==> src/rtl/cpu_ctrl_pkg.sv <==
// Shared encodings for the multi-cycle sequencer:
// opcodes, FSM states and datapath mux selects.
package cpu_ctrl_pkg;

   localparam logic [4:0] OP_RTYPE = 5'b00000;
   localparam logic [4:0] OP_J     = 5'b00001;
   localparam logic [4:0] OP_BNE   = 5'b00010;
   localparam logic [4:0] OP_JAL   = 5'b00011;
   localparam logic [4:0] OP_JR    = 5'b00100;
   localparam logic [4:0] OP_ADDI  = 5'b00101;
   localparam logic [4:0] OP_BLT   = 5'b00110;
   localparam logic [4:0] OP_SW    = 5'b00111;
   localparam logic [4:0] OP_LW    = 5'b01000;

   typedef enum logic [2:0] {
      S_IDLE   = 3'd0,
      S_FETCH  = 3'd1,
      S_DECODE = 3'd2,
      S_EXEC   = 3'd3,
      S_MEM    = 3'd4,
      S_WB     = 3'd5,
      S_TRAP   = 3'd7
   } state_t;

   localparam logic [1:0] PC_INC = 2'b00;
   localparam logic [1:0] PC_BR  = 2'b01;
   localparam logic [1:0] PC_JMP = 2'b10;
   localparam logic [1:0] PC_RS  = 2'b11;

   localparam logic [1:0] RD_RD  = 2'b00;
   localparam logic [1:0] RD_RT  = 2'b01;
   localparam logic [1:0] RD_R31 = 2'b10;

   localparam logic [1:0] MTR_ALU = 2'b00;
   localparam logic [1:0] MTR_MEM = 2'b01;
   localparam logic [1:0] MTR_PC  = 2'b10;

   localparam logic [1:0] ALU_ADD   = 2'b00;
   localparam logic [1:0] ALU_SUB   = 2'b01;
   localparam logic [1:0] ALU_FUNCT = 2'b10;

   // Legal opcodes are exactly the contiguous range 0..8.
   function automatic logic is_legal(input logic [4:0] op);
      return op <= OP_LW;
   endfunction

endpackage

==> src/rtl/mem_wait_timer.sv <==
// Counts consecutive memory wait cycles and flags the
// cycle in which the count would reach MEM_TIMEOUT.
module mem_wait_timer #(
   parameter int MEM_TIMEOUT = 15,
   parameter int TW          = 8
) (
   input  logic clock,
   input  logic reset_n,
   input  logic i_wait,
   input  logic i_ready,
   input  logic i_clr,
   output logic o_expire
);

   localparam logic [TW-1:0] LIMIT = TW'(MEM_TIMEOUT);

   logic [TW-1:0] r_cnt;
   logic [TW-1:0] w_inc;

   assign w_inc    = r_cnt + TW'(1);
   assign o_expire = i_wait && (w_inc == LIMIT);

   always_ff @(posedge clock or negedge reset_n) begin
      if (!reset_n) begin
         r_cnt <= '0;
      end else if (i_ready || i_clr) begin
         r_cnt <= '0;
      end else if (i_wait) begin
         r_cnt <= w_inc;
      end
   end

endmodule

==> src/rtl/multicycle_control_fsm.sv <==
// FETCH/DECODE/EXEC/MEM/WB sequencer driving datapath
// strobes, with illegal-opcode and memory-timeout traps.
module multicycle_control_fsm
   import cpu_ctrl_pkg::*;
#(
   parameter int OPW         = 5,
   parameter int MEM_TIMEOUT = 15,
   parameter int TW          = 8
) (
   input  logic           clock,
   input  logic           reset_n,
   input  logic [OPW-1:0] opcode,
   input  logic           alu_zero,
   input  logic           alu_lt,
   input  logic           mem_ready,
   output logic           mem_req,
   output logic           mem_we,
   output logic           iord,
   output logic           ir_write,
   output logic           pc_write,
   output logic [1:0]     pc_src,
   output logic           alu_src_b,
   output logic [1:0]     alu_op,
   output logic           reg_write,
   output logic [1:0]     reg_dst,
   output logic [1:0]     mem_to_reg,
   output logic           instr_retire,
   output logic           illegal_op,
   output logic           mem_timeout,
   output logic [2:0]     state_o
);

   state_t r_state;
   state_t w_next;
   logic   r_illegal;
   logic   r_tmo;
   logic   w_set_ill;
   logic   w_set_tmo;
   logic   w_wait;
   logic   w_expire;
   logic   w_clr;

   // Wait qualifier comes from state, not from mem_req, to keep
   // the expiry path free of a combinational loop.
   assign w_wait = ((r_state == S_FETCH) || (r_state == S_MEM))
                   && !mem_ready;
   assign w_clr  = (w_next != r_state);

   mem_wait_timer #(
      .MEM_TIMEOUT (MEM_TIMEOUT),
      .TW          (TW)
   ) u_timer (
      .clock    (clock),
      .reset_n  (reset_n),
      .i_wait   (w_wait),
      .i_ready  (mem_ready),
      .i_clr    (w_clr),
      .o_expire (w_expire)
   );

   always_ff @(posedge clock or negedge reset_n) begin
      if (!reset_n) begin
         r_state   <= S_IDLE;
         r_illegal <= 1'b0;
         r_tmo     <= 1'b0;
      end else begin
         r_state   <= w_next;
         r_illegal <= r_illegal | w_set_ill;
         r_tmo     <= r_tmo | w_set_tmo;
      end
   end

   always_comb begin
      w_next       = r_state;
      w_set_ill    = 1'b0;
      w_set_tmo    = 1'b0;
      mem_req      = 1'b0;
      mem_we       = 1'b0;
      iord         = 1'b0;
      ir_write     = 1'b0;
      pc_write     = 1'b0;
      pc_src       = PC_INC;
      alu_src_b    = 1'b0;
      alu_op       = ALU_ADD;
      reg_write    = 1'b0;
      reg_dst      = RD_RD;
      mem_to_reg   = MTR_ALU;
      instr_retire = 1'b0;
      unique case (r_state)
         S_IDLE: w_next = S_FETCH;
         S_FETCH: begin
            mem_req = 1'b1;
            if (mem_ready) begin
               ir_write = 1'b1;
               pc_write = 1'b1;
               w_next   = S_DECODE;
            end else if (w_expire) begin
               w_set_tmo = 1'b1;
               w_next    = S_TRAP;
            end
         end
         S_DECODE: begin
            if (is_legal(opcode)) begin
               w_next = S_EXEC;
            end else begin
               w_set_ill = 1'b1;
               w_next    = S_TRAP;
            end
         end
         S_EXEC: begin
            unique case (opcode)
               OP_RTYPE: begin
                  alu_op = ALU_FUNCT;
                  w_next = S_WB;
               end
               OP_ADDI, OP_LW, OP_SW: begin
                  alu_src_b = 1'b1;
                  w_next    = (opcode == OP_ADDI) ? S_WB : S_MEM;
               end
               OP_BNE: begin
                  alu_op       = ALU_SUB;
                  pc_write     = !alu_zero;
                  pc_src       = PC_BR;
                  instr_retire = 1'b1;
                  w_next       = S_FETCH;
               end
               OP_BLT: begin
                  alu_op       = ALU_SUB;
                  pc_write     = alu_lt;
                  pc_src       = PC_BR;
                  instr_retire = 1'b1;
                  w_next       = S_FETCH;
               end
               OP_J, OP_JR: begin
                  pc_write     = 1'b1;
                  pc_src       = (opcode == OP_J) ? PC_JMP : PC_RS;
                  instr_retire = 1'b1;
                  w_next       = S_FETCH;
               end
               OP_JAL: begin
                  pc_write     = 1'b1;
                  pc_src       = PC_JMP;
                  reg_write    = 1'b1;
                  reg_dst      = RD_R31;
                  mem_to_reg   = MTR_PC;
                  instr_retire = 1'b1;
                  w_next       = S_FETCH;
               end
               default: begin
                  w_set_ill = 1'b1;
                  w_next    = S_TRAP;
               end
            endcase
         end
         S_MEM: begin
            mem_req = 1'b1;
            iord    = 1'b1;
            mem_we  = (opcode == OP_SW);
            if (mem_ready) begin
               instr_retire = (opcode == OP_SW);
               w_next       = (opcode == OP_SW) ? S_FETCH : S_WB;
            end else if (w_expire) begin
               w_set_tmo = 1'b1;
               w_next    = S_TRAP;
            end
         end
         S_WB: begin
            reg_write    = 1'b1;
            instr_retire = 1'b1;
            w_next       = S_FETCH;
            unique case (opcode)
               OP_ADDI: reg_dst = RD_RT;
               OP_LW: begin
                  reg_dst    = RD_RT;
                  mem_to_reg = MTR_MEM;
               end
               default: reg_dst = RD_RD;
            endcase
         end
         S_TRAP: w_next = S_TRAP;
         default: w_next = S_IDLE;
      endcase
   end

   assign illegal_op  = r_illegal;
   assign mem_timeout = r_tmo;
   assign state_o     = r_state;

endmodule
==> config.mk <==
export PLATFORM = sky130hd
export DESIGN_NAME = multicycle_control_fsm
export DESIGN_NICKNAME = d
export VERILOG_FILES = /design/src/rtl/cpu_ctrl_pkg.sv /design/src/rtl/mem_wait_timer.sv /design/src/rtl/multicycle_control_fsm.sv
export SDC_FILE = /design/constraint.sdc
export NUM_CORES = 1
export LEC_CHECK = 0
export BUFFER_PORTS_ARGS = -buffer_cell sky130_fd_sc_hd__buf_2
export CAP_MARGIN = 20
export CELL_PAD_IN_SITES_DETAIL_PLACEMENT = 2
export CELL_PAD_IN_SITES_GLOBAL_PLACEMENT = 2
export CORE_MARGIN = 10
export CORE_UTILIZATION = 26
export CTS_BUF_LIST = sky130_fd_sc_hd__clkbuf_8 sky130_fd_sc_hd__clkbuf_16
export CTS_CLUSTER_SIZE = 30
export DETAILED_ROUTE_END_ITERATION = 16
export MAX_ROUTING_LAYER = met4
export PLACE_DENSITY = 0.85
export SLEW_MARGIN = 40
export SYNTH_ARGS = -nofsm -noshare
export SYNTH_HDL_FRONTEND = slang
export SYNTH_HIERARCHICAL = 1
export SYNTH_SLANG_ARGS = --single-unit
==> constraint.sdc <==
create_clock -name clock -period 2.7 [get_ports clock]
set_input_delay 0.27 -clock clock [delete_from_list [all_inputs] [get_ports clock]]
set_output_delay 0.27 -clock clock [all_outputs]
set_load 0.02 [all_outputs]
### After elaboration in Yosys (flattened, before gate mapping)

Index checks and enable logic that the tools add are counted.

| word-level totals | value |
|---|---|
| flip-flop bits (word level) | 13 |
| bits of input ports | 10 |
| output and inout bits | 21 |
| logic and storage cells | 82 |

| cells by class | value |
|---|---|
| add/subtract/negate cells | 1 |
| magnitude comparators | 1 |
| eq/ne operators | 16 |
| mux-type cells | 40 |
| bitwise operators | 2 |
| reductions and logical operators | 18 |

Operators with widths:

| operator | count |
|---|---|
| $eq A5 B3 Y1 const B | 4 |
| $mux W1 | 19 |
| $pmux W3 S6 | 1 |
| $mux W8 | 2 |
| $mux W3 | 5 |
| $pmux W2 S2 | 3 |
| $eq A5 B2 Y1 const B | 2 |
| $reduce_or A2 Y1 | 5 |
| $eq A3 B3 Y1 const B | 3 |
| $pmux W3 S3 | 1 |
| $reduce_or A9 Y1 | 1 |
| $add A8 B1 Y8 const B | 1 |
| $eq A8 B4 Y1 const B | 1 |
| $eq A3 B2 Y1 const B | 2 |
| $mux W2 | 3 |
| $pmux W1 S2 | 3 |
| $pmux W1 S3 | 2 |
| $pmux W2 S3 | 1 |
| $reduce_or A3 Y1 | 2 |
| $eq A5 B1 Y1 const B | 1 |
| $eq A5 B4 Y1 const B | 1 |
| $le A5 B4 Y1 const B | 1 |
| $logic_not A5 Y1 | 1 |
| $reduce_or A5 Y1 | 1 |
| other kinds (8) | 12 |

### Longest topological paths before layout

Gate-level depths: netlist (run 1).

| logic depth | value |
|---|---|
| depth after elaboration | 10 |
| mapped depth | 14 |
| mapped depth without buffers | 11 |

### Hierarchy

The synthesis (run 1) kept the hierarchy.

By module, submodules not included:

| module | instances | cells each | area an instance (sq um) | sequential area each (sq um) |
|---|---|---|---|---|
| multicycle_control_fsm | 1 | 87 | 630.6 | 125.1 |
| mem_wait_timer | 1 | 51 | 486.7 | 200.2 |

### Worst setup path after synthesis (run 1)

No wires, ideal clock.

| path | value |
|---|---|
| kind | reg2reg |
| start point | register r_state[2] (netlist: state_o[2]) |
| end point | register u_timer.r_cnt[1] |
| setup time | 134 ps |
| data arrival time | 3037 ps |
| data required time | 2566 ps |
| setup slack | -471 ps |
| cell stages (with the launch flop) | 15 |
| path buffers | 3 |
| clock period less this slack | 3171 ps |
| cells stage by stage | dfrtp_1 clkbuf_1 nand2b_1 a21oi_1 nor2b_1 buf_4 nand4_1 nor4_2 nor2_1 nor2_1 a2111oi_2 a311oi_2 or2_2 clkbuf_1 a211oi_1 |

| on the way | value |
|---|---|
| longest elaborated chain between the ends | 10 |
| elaborated cells between the ends (all ways) | 19 |
| classes of those cells | eq/ne (7); mux (5); reduce/logical (7) |

RTL lines:

| what | line | text |
|---|---|---|
| start, declared | multicycle_control_fsm.sv:33 | `state_t r_state;` |
| start signal, assigned | multicycle_control_fsm.sv:67 | `r_state <= w_next;` |
| $eq A3 B1 Y1 / $eq A3 B3 Y1 (equally long branches) | multicycle_control_fsm.sv:45 | `assign w_wait = ((r_state == S_FETCH) \|\| (r_state == S_MEM))` |
| $logic_or A1 B1 Y1 * | multicycle_control_fsm.sv:45 |  |
| $logic_and A1 B1 Y1 * | multicycle_control_fsm.sv:46 | `&& !mem_ready;` |
| net w_wait | multicycle_control_fsm.sv:39 | `logic w_wait;` |
| $logic_and A1 B1 Y1 * | mem_wait_timer.sv:21 | `assign o_expire = i_wait && (w_inc == LIMIT);` |
| net w_expire | multicycle_control_fsm.sv:40 | `logic w_expire;` |
| $mux W3 * | multicycle_control_fsm.sv:97, multicycle_control_fsm.sv:162 |  |
| $mux W3 (on tied branches) | multicycle_control_fsm.sv:159, multicycle_control_fsm.sv:93 |  |
| $pmux W3 S6 * | multicycle_control_fsm.sv:89 | `unique case (r_state)` |
| $ne A3 B3 Y1 * | multicycle_control_fsm.sv:47 | `assign w_clr = (w_next != r_state);` |
| net w_clr | multicycle_control_fsm.sv:41 | `logic w_clr;` |
| $logic_or A1 B1 Y1 * | mem_wait_timer.sv:26 | `end else if (i_ready \|\| i_clr) begin` |
| $mux W8 / $reduce_bool A2 Y1 (equally long branches) | - |  |
| end signal, assigned | mem_wait_timer.sv:29 | `r_cnt <= w_inc;` |
| end, declared | mem_wait_timer.sv:17 | `logic [TW-1:0] r_cnt;` |

The timed path passes the listed nets; every way through them passes the cells marked *.
A chain may end at the register's enable or synchronous reset.

### Worst setup path in the final report (run 1)

| path | value |
|---|---|
| start point | register u_timer.r_cnt[3] |
| end point | register u_timer.r_cnt[1] |

| on the way | value |
|---|---|
| longest elaborated chain between the ends | 9 |
| elaborated cells between the ends (all ways) | 11 |
| classes of those cells | add/sub (1); eq/ne (2); mux (5); reduce/logical (3) |

RTL lines:

| what | line | text |
|---|---|---|
| $add A8 B1 Y8 * | mem_wait_timer.sv:20 | `assign w_inc = r_cnt + TW'(1);` |
| $eq A8 B4 Y1 * | mem_wait_timer.sv:21 |  |
| $logic_and A1 B1 Y1 * | mem_wait_timer.sv:21 |  |
| net w_expire | multicycle_control_fsm.sv:40 |  |
| $mux W3 * | multicycle_control_fsm.sv:97, multicycle_control_fsm.sv:162 |  |
| $mux W3 (on tied branches) | multicycle_control_fsm.sv:159, multicycle_control_fsm.sv:93 |  |
| $pmux W3 S6 * | multicycle_control_fsm.sv:89 |  |
| $ne A3 B3 Y1 * | multicycle_control_fsm.sv:47 |  |
| net w_clr | multicycle_control_fsm.sv:41 |  |
| $logic_or A1 B1 Y1 * | mem_wait_timer.sv:26 |  |
| $mux W8 / $reduce_bool A2 Y1 (equally long branches) | - |  |

Marks and branches as above.

==> impl_metrics.json, run 1 <==
{
  "status": "completed",
  "layout_min_cycle_time_ps": 2487,
  "nets": 177,
  "synthesis.area_um2": 1117,
  "antenna_found_initial": 0,
  "skew_ps": 0.6851,
  "yosys.area.top_type": "dfrtp_1",
  "synth.distinct_cells": 43,
  "grt_pass1_wl_mm": 6.423,
  "die_y_um": 85.56,
  "dr.pass1.iters": 4,
  "ys_ff_latch": 13,
  "irDropWorstVdd_v": 0.0001825,
  "via_per_inst": 5.131,
  "cp.required_ps": 2840,
  "core_um2": 4086,
  "numCtsBuffers": 3,
  "syn_inst": 138,
  "finalMaxSlewViolations": 0,
  "drive_gt1_share_pct": 34.15,
  "diodes": 0,
  "fmax_mhz": 402.1,
  "maxCapViolCount": 0,
  "dieArea_um2": 7320,
  "pin_count": 31,
  "drt-initial-drc-count": 36,
  "worstPathCellList": "and4_4 > nand4_1 > xnor2_2 > nor4_4 > nor2_1 > nor2_1 > a2111oi_2 > a311oi_2 > or2_2 > a211oi_1",
  "cts_setup_buffers": 0,
  "post_drt_wl_per_cell_um": 18.07,
  "place_area_um2": 1300,
  "clk_pin_slew_ps": 50,
  "via_count": 1098,
  "setup_tns_ps": 0,
  "syn2layout_area_growth_pct": 22.62,
  "layout_common_cells": "buf_2, nor2_1, dfrtp_1, nand2_1",
  "syn-num-nets": 150,
  "grt-ovfl-total": 0,
  "rows": 23,
  "finalSetupViolCount": 0,
  "arrival_ps": 2620,
  "dp.cells": 209,
  "dpl.hpwl_mm": 2.998,
  "ant_nets": 0,
  "endpoint": "u_timer/r_cnt[1]$_DFFE_PN0P_",
  "max_stage_delay_ps": 460,
  "final_common_cell": "buf_2",
  "cts_buffer_depth": 2,
  "instances_no_fill": 214,
  "powerDensity_nw_per_um2": 733.0,
  "synthTopCellsByArea": "dfrtp_1, nor2_1, xor2_1",
  "grt_max_degree": 14,
  "slew_headroom_pct": 75.40,
  "design_area_um2": 1370,
  "final.period_utilization_pct": 92.11,
  "hold_violations": 0,
  "rr_worst_depth": 10,
  "seq_area_frac_synth_pct": 29.12,
  "port_buffers": 30,
  "track_usage_pct": 10.75,
  "cts_tree": "done",
  "grt_pass1_vias": 1250,
  "final_util_pct": 33.53,
  "syn_avg_cell_area_um2": 8.097,
  "max_slew.worst_pin.slew_ps": 366.2,
  "fillCellCount": 506,
  "worstSkewPairLatency_ps": 240,
  "ys_warn_count": 6,
  "r2r-start": "u_timer/r_cnt[3]$_DFFE_PN0P_",
  "gp_congestion": 0.8313,
  "endpoint_kind": "flop",
  "critPathLaunch": "u_timer/r_cnt[3]$_DFFE_PN0P_",
  "cts_root_buf": "clkbuf_8",
  "power.leakage_nw": 0.6049,
  "initial_core_util_pct": 27.34,
  "startpoint_type": "flop",
  "die_x_um": 85.56,
  "hold_class": "in2async",
  "crit_fanout": 8,
  "slowest_stage": "dfrtp_1",
  "synth_top_area_share_pct": 29.12,
  "clkSinkCount": 13,
  "path_class": "reg2reg",
  "rrSetupSlack_ps": 210,
  "reg2reg_to": "u_timer/r_cnt[1]$_DFFE_PN0P_",
  "worst_path_most_repeated_cell": "nor2_1",
  "routed_wl_mm": 3.866,
  "timing.hold.ws_ps": 448.1,
  "htreeDepth": 1,
  "drcViolationCount": 0
}
## through the flow
step           total power, W  worst slack [ps]
2_1_floorplan       0.0006744             10.23
3_3_place_gp        0.0008094             318.5
3_5_place_dp        0.0008416             134.4
4_1_cts              0.001016             122.4
5_1_grt              0.001076            -22.46
6_report             0.001004             213.1
## worst max-delay path: cells and delay by family (launching register included)
kind | cells | cell delay [ps]
AOI/OAI and AO/OA | 3 | 620
xor gates and xnor gates | 1 | 230
DFF | 1 | 460
and+or+nand+nor | 6 | 1090
## how the worst min path moves through the flow
stage / start / to / slack, ps / cells past startpoint
after global routing: reset_n / state_o[1]$_DFF_PN0_ / 480 / 2
after global placement: reset_n / u_timer/r_cnt[3]$_DFFE_PN0P_ / 180 / 1
after floorplan: reset_n / illegal_op$_DFF_PN0_ / -30 / 0
after detailed placement: reset_n / u_timer/r_cnt[0]$_DFFE_PN0P_ / 180 / 1
final: reset_n / state_o[2]$_DFF_PN0_ / 450 / 2
after CTS: reset_n / u_timer/r_cnt[0]$_DFFE_PN0P_ / 450 / 2
## layout make-up
class	count	area (µm²)	share of cell area, %
clock buffer	3	41.29	3.014
multi-input combinational	110	734.5	53.61
inverter	2	7.507	0.5479
clock inverter	1	3.754	0.2740
tap	50	62.56	4.566
sequential	13	330.3	24.11
timing repair buffer	35	190.2	13.88
## repair_timing
item / CTS / global route
gates resized for setup: 0 / 6
hold buffers: 1 / 0
endpoints found under the setup margin: 0 / 7
endpoints found under the hold margin: 13 / 0
## sequential cells by signal, summed over array words and instances, names as in the netlist
name,count
mem_timeout,1
u_timer/r_cnt,8
illegal_op,1
state_o,3
## routing by layer
layer  vias up  track usage, %  share of wire, %  wire, µm
li1        529               -                 -         -
met1       544           13.51                50      1935
met2        23           17.37                47      1833
met3         2           1.798               1.7        65
met4         0           2.695              0.78        30
met5         -               -                 0         0
## synth_stat cells (all sizes together)
library cell / instances
nand3b: 1
a21o: 2
nand3: 6
o311a: 1
or2: 1
xnor2: 4
nand2: 9
and4: 1
nand4b: 1
nor2b: 3
clkbuf: 3
nand4: 4
o21bai: 1
nor3: 6
a21boi: 1
or3b: 1
inv: 2
o21ai: 4
a31oi: 2
a2111oi: 1
and3: 2
dfrtp: 13
buf: 10
or3: 4
xor2: 6
ha: 2
a211oi: 2
o211ai: 1
a311oi: 1
nor2: 23
nor4b: 1
a21bo: 1
a21oi: 8
nand2b: 7
nor4: 3
## power breakdown
part / internal (W) / switching (W)
sequential: 0.000222 / 0.0000567
combinational: 0.000217 / 0.000340
clock: 0.000100 / 0.0000685
## logic make-up (layout without fill, tap and decap cells)
family                     count (synthesis)  after routing  share of synthesized area [%]
xor gates and xnor gates                  10             10                          7.838
DFF                                       13             13                          29.12
buffers and inverters                     15             41                          8.511
and+or+nand+nor                           73             73                          34.94
adders and majority gates                  2              2                          2.239
AOI/OAI and AO/OA                         25             25                          17.36
Note: power is estimated with default switching activity, not from simulation.
==> inputs of run 2 (changes only) <==
Settings changed: CORE_UTILIZATION 26 to 31, GPL_TIMING_DRIVEN set to 0, PLACE_DENSITY 0.85 to 0.94.
Clock period 2.7 ns to 2.9 ns, I/O delays scaled along.
==> run 2 against run 1 <==
Compared with the run above:
- critical path depth grew 3
- sequential power shrank 15%
- clock power shrank 5%
- sequential cell count is the same
- global-route usage grew 2.1 points
- utilization grew 8.0 points
- count of clock-buffer cells in the layout is the same
- critical path type unchanged
- highest routed layer unchanged
==> impl_metrics.json, run 2 (synthesis results as in run 1) <==
{
  "maxCapViolCount": 0,
  "final_common_cell": "buf_2",
  "port_buffers": 25,
  "dpl.hpwl_mm": 3.067,
  "irDropWorstVdd_v": 0.0004891,
  "powerDensity_nw_per_um2": 697.9,
  "holdPathStages": 3,
  "dr.pass1.iters": 3,
  "clkSinkCount": 13,
  "layout_common_cells": "buf_2, nor2_1, dfrtp_1, nand2_1",
  "syn2layout_area_growth_pct": 26.99,
  "arrival_ps": 2900,
  "finalMaxSlewViolations": 0,
  "status": "completed",
  "fmax_mhz": 359.0,
  "via_count": 1152,
  "cp.required_ps": 3010,
  "grt_pass1_wl_mm": 6.541,
  "worstSkewPairLatency_ps": 250,
  "power.leakage_nw": 0.6345,
  "finalSetupViolCount": 0,
  "timing.hold.ws_ps": 397.2,
  "final.period_utilization_pct": 96.06,
  "routed_wl_mm": 4.099,
  "pin_count": 31,
  "dp_slack_ps": -327.9,
  "skew_ps": 9.603,
  "rows": 21,
  "top_register": "u_timer/r_cnt",
  "layout_min_cycle_time_ps": 2786,
  "diodes": 0,
  "swShare_pct": 47.21,
  "numCtsBuffers": 3,
  "p_int_w": 0.0005228,
  "clk_pin_slew_ps": 60,
  "hold_class": "in2reg",
  "endpoint_kind": "flop",
  "post_drt_wl_per_cell_um": 19.07,
  "ant_nets": 0,
  "max_slew.worst_pin.slew_ps": 540.0,
  "hold_violations": 0,
  "largest_register_ffs": 8,
  "initial_core_util_pct": 32.71,
  "nets": 182,
  "layout_setup_ws_ps": 114.4,
  "final_util_pct": 41.54,
  "crit_fanout": 9,
  "via_per_inst": 5.358,
  "track_usage_pct": 12.85,
  "grt_pass1_vias": 1269,
  "power_frac_seq_pct": 24.0,
  "rr_worst_depth": 13,
  "antenna_found_initial": 0,
  "cts_buffer_depth": 2,
  "die_y_um": 80.04,
  "gp_congestion": 0.8015,
  "dieArea_um2": 6406,
  "core_um2": 3416,
  "drive_gt1_share_pct": 34.32,
  "grt-ovfl-total": 0,
  "die_x_um": 80.04,
  "htreeDepth": 1,
  "grt_max_degree": 14,
  "p_clk_share_pct": 16.3,
  "cts_root_buf": "clkbuf_8",
  "combPwrFrac_pct": 59.8,
  "drcViolationCount": 0,
  "switching_power_w": 0.0004675,
  "cts_tree": "done",
  "startpoint_type": "flop",
  "slew_headroom_pct": 64.00,
  "path_class": "reg2reg",
  "drt-initial-drc-count": 42
}
## run 2: cell types whose count changed in the layout (fill, tap and decap cells not counted), moves of 2 or more
cell / previous run / this run
nor2_1: 23 / 21
dfrtp_1: 9 / 13
buf_6: 0 / 4
dfrtp_2: 4 / 0
nor2_2: 0 / 2
## run 2: routing by layer
metal	up-vias	GRT usage, %	routed length, µm
li1	546	-	-
met1	574	14.91	1870
met2	28	21.59	2032
met3	4	3.153	149
met4	0	3.169	46
met5	-	-	0
## run 2: worst paths after layout
check	startpoint	end	slack [ps]
max	state_o[0]$_DFF_PN0_	u_timer/r_cnt[0]$_DFFE_PN0P_	110
min	mem_ready	u_timer/r_cnt[7]$_DFFE_PN0P_	400
max reg2reg	state_o[0]$_DFF_PN0_	u_timer/r_cnt[0]$_DFFE_PN0P_	110
min reg2reg	mem_timeout$_DFF_PN0_	mem_timeout$_DFF_PN0_	470
max in group asynchronous	reset_n	u_timer/r_cnt[1]$_DFFE_PN0P_	2200
min in group asynchronous	reset_n	u_timer/r_cnt[5]$_DFFE_PN0P_	450
## run 2: per-stage QoR
stage	instance area, µm²	cells	TNS [ps]	power [W]
finish	1419	215	0	0.0009903
detailed placement	1323	209	-2507	0.0007775
floorplan	1140	138	0	0.0006162
global placement	1323	209	-626.0	0.0007469
CTS	1388	214	0	0.0009508
global route	1419	215	-56.26	0.001061
## run 2: power by group through the flow
stage	registers, W	clock network (W)	logic, W
final	0.000237	0.000161	0.000592
after global routing	0.000241	0.000179	0.000642
after CTS	0.000236	0.000165	0.000550
after detailed placement	0.000237	0	0.000540
after global placement	0.000236	0	0.000511
after floorplan	0.000253	0	0.000364
## run 2: area by class of cell
type                       instances  area (µm²)
clock buffer                       3       41.29
timing repair buffer              28       150.1
buffer                            12       91.34
fill                             392        1997
multi-input combinational        110       742.0
sequential                        13       325.3
inverter                           2       7.507
clock inverter                     1       3.754
tap                               46       57.56
## run 2: critical path, cell delays in order (launching register included)
cell	delay [ps]
dfrtp_1	380
buf_2	200
nand2b_2	230
a21oi_4	160
nor2b_4	180
buf_6	150
nand4_1	140
nor4_4	320
nor2_2	90
nor2_2	180
a2111oi_2	70
a311oi_2	260
or2_4	220
nor2_1	70
## run 2: timing repair
item / 4_1_cts / 5_1_grt
hold endpoints to repair: 13 / 0
pin swaps: 1 / 4
hold buffers: 1 / 0
resized for setup: 3 / 7
endpoints found under the setup margin: 8 / 8
buffers inserted: 1 / 1
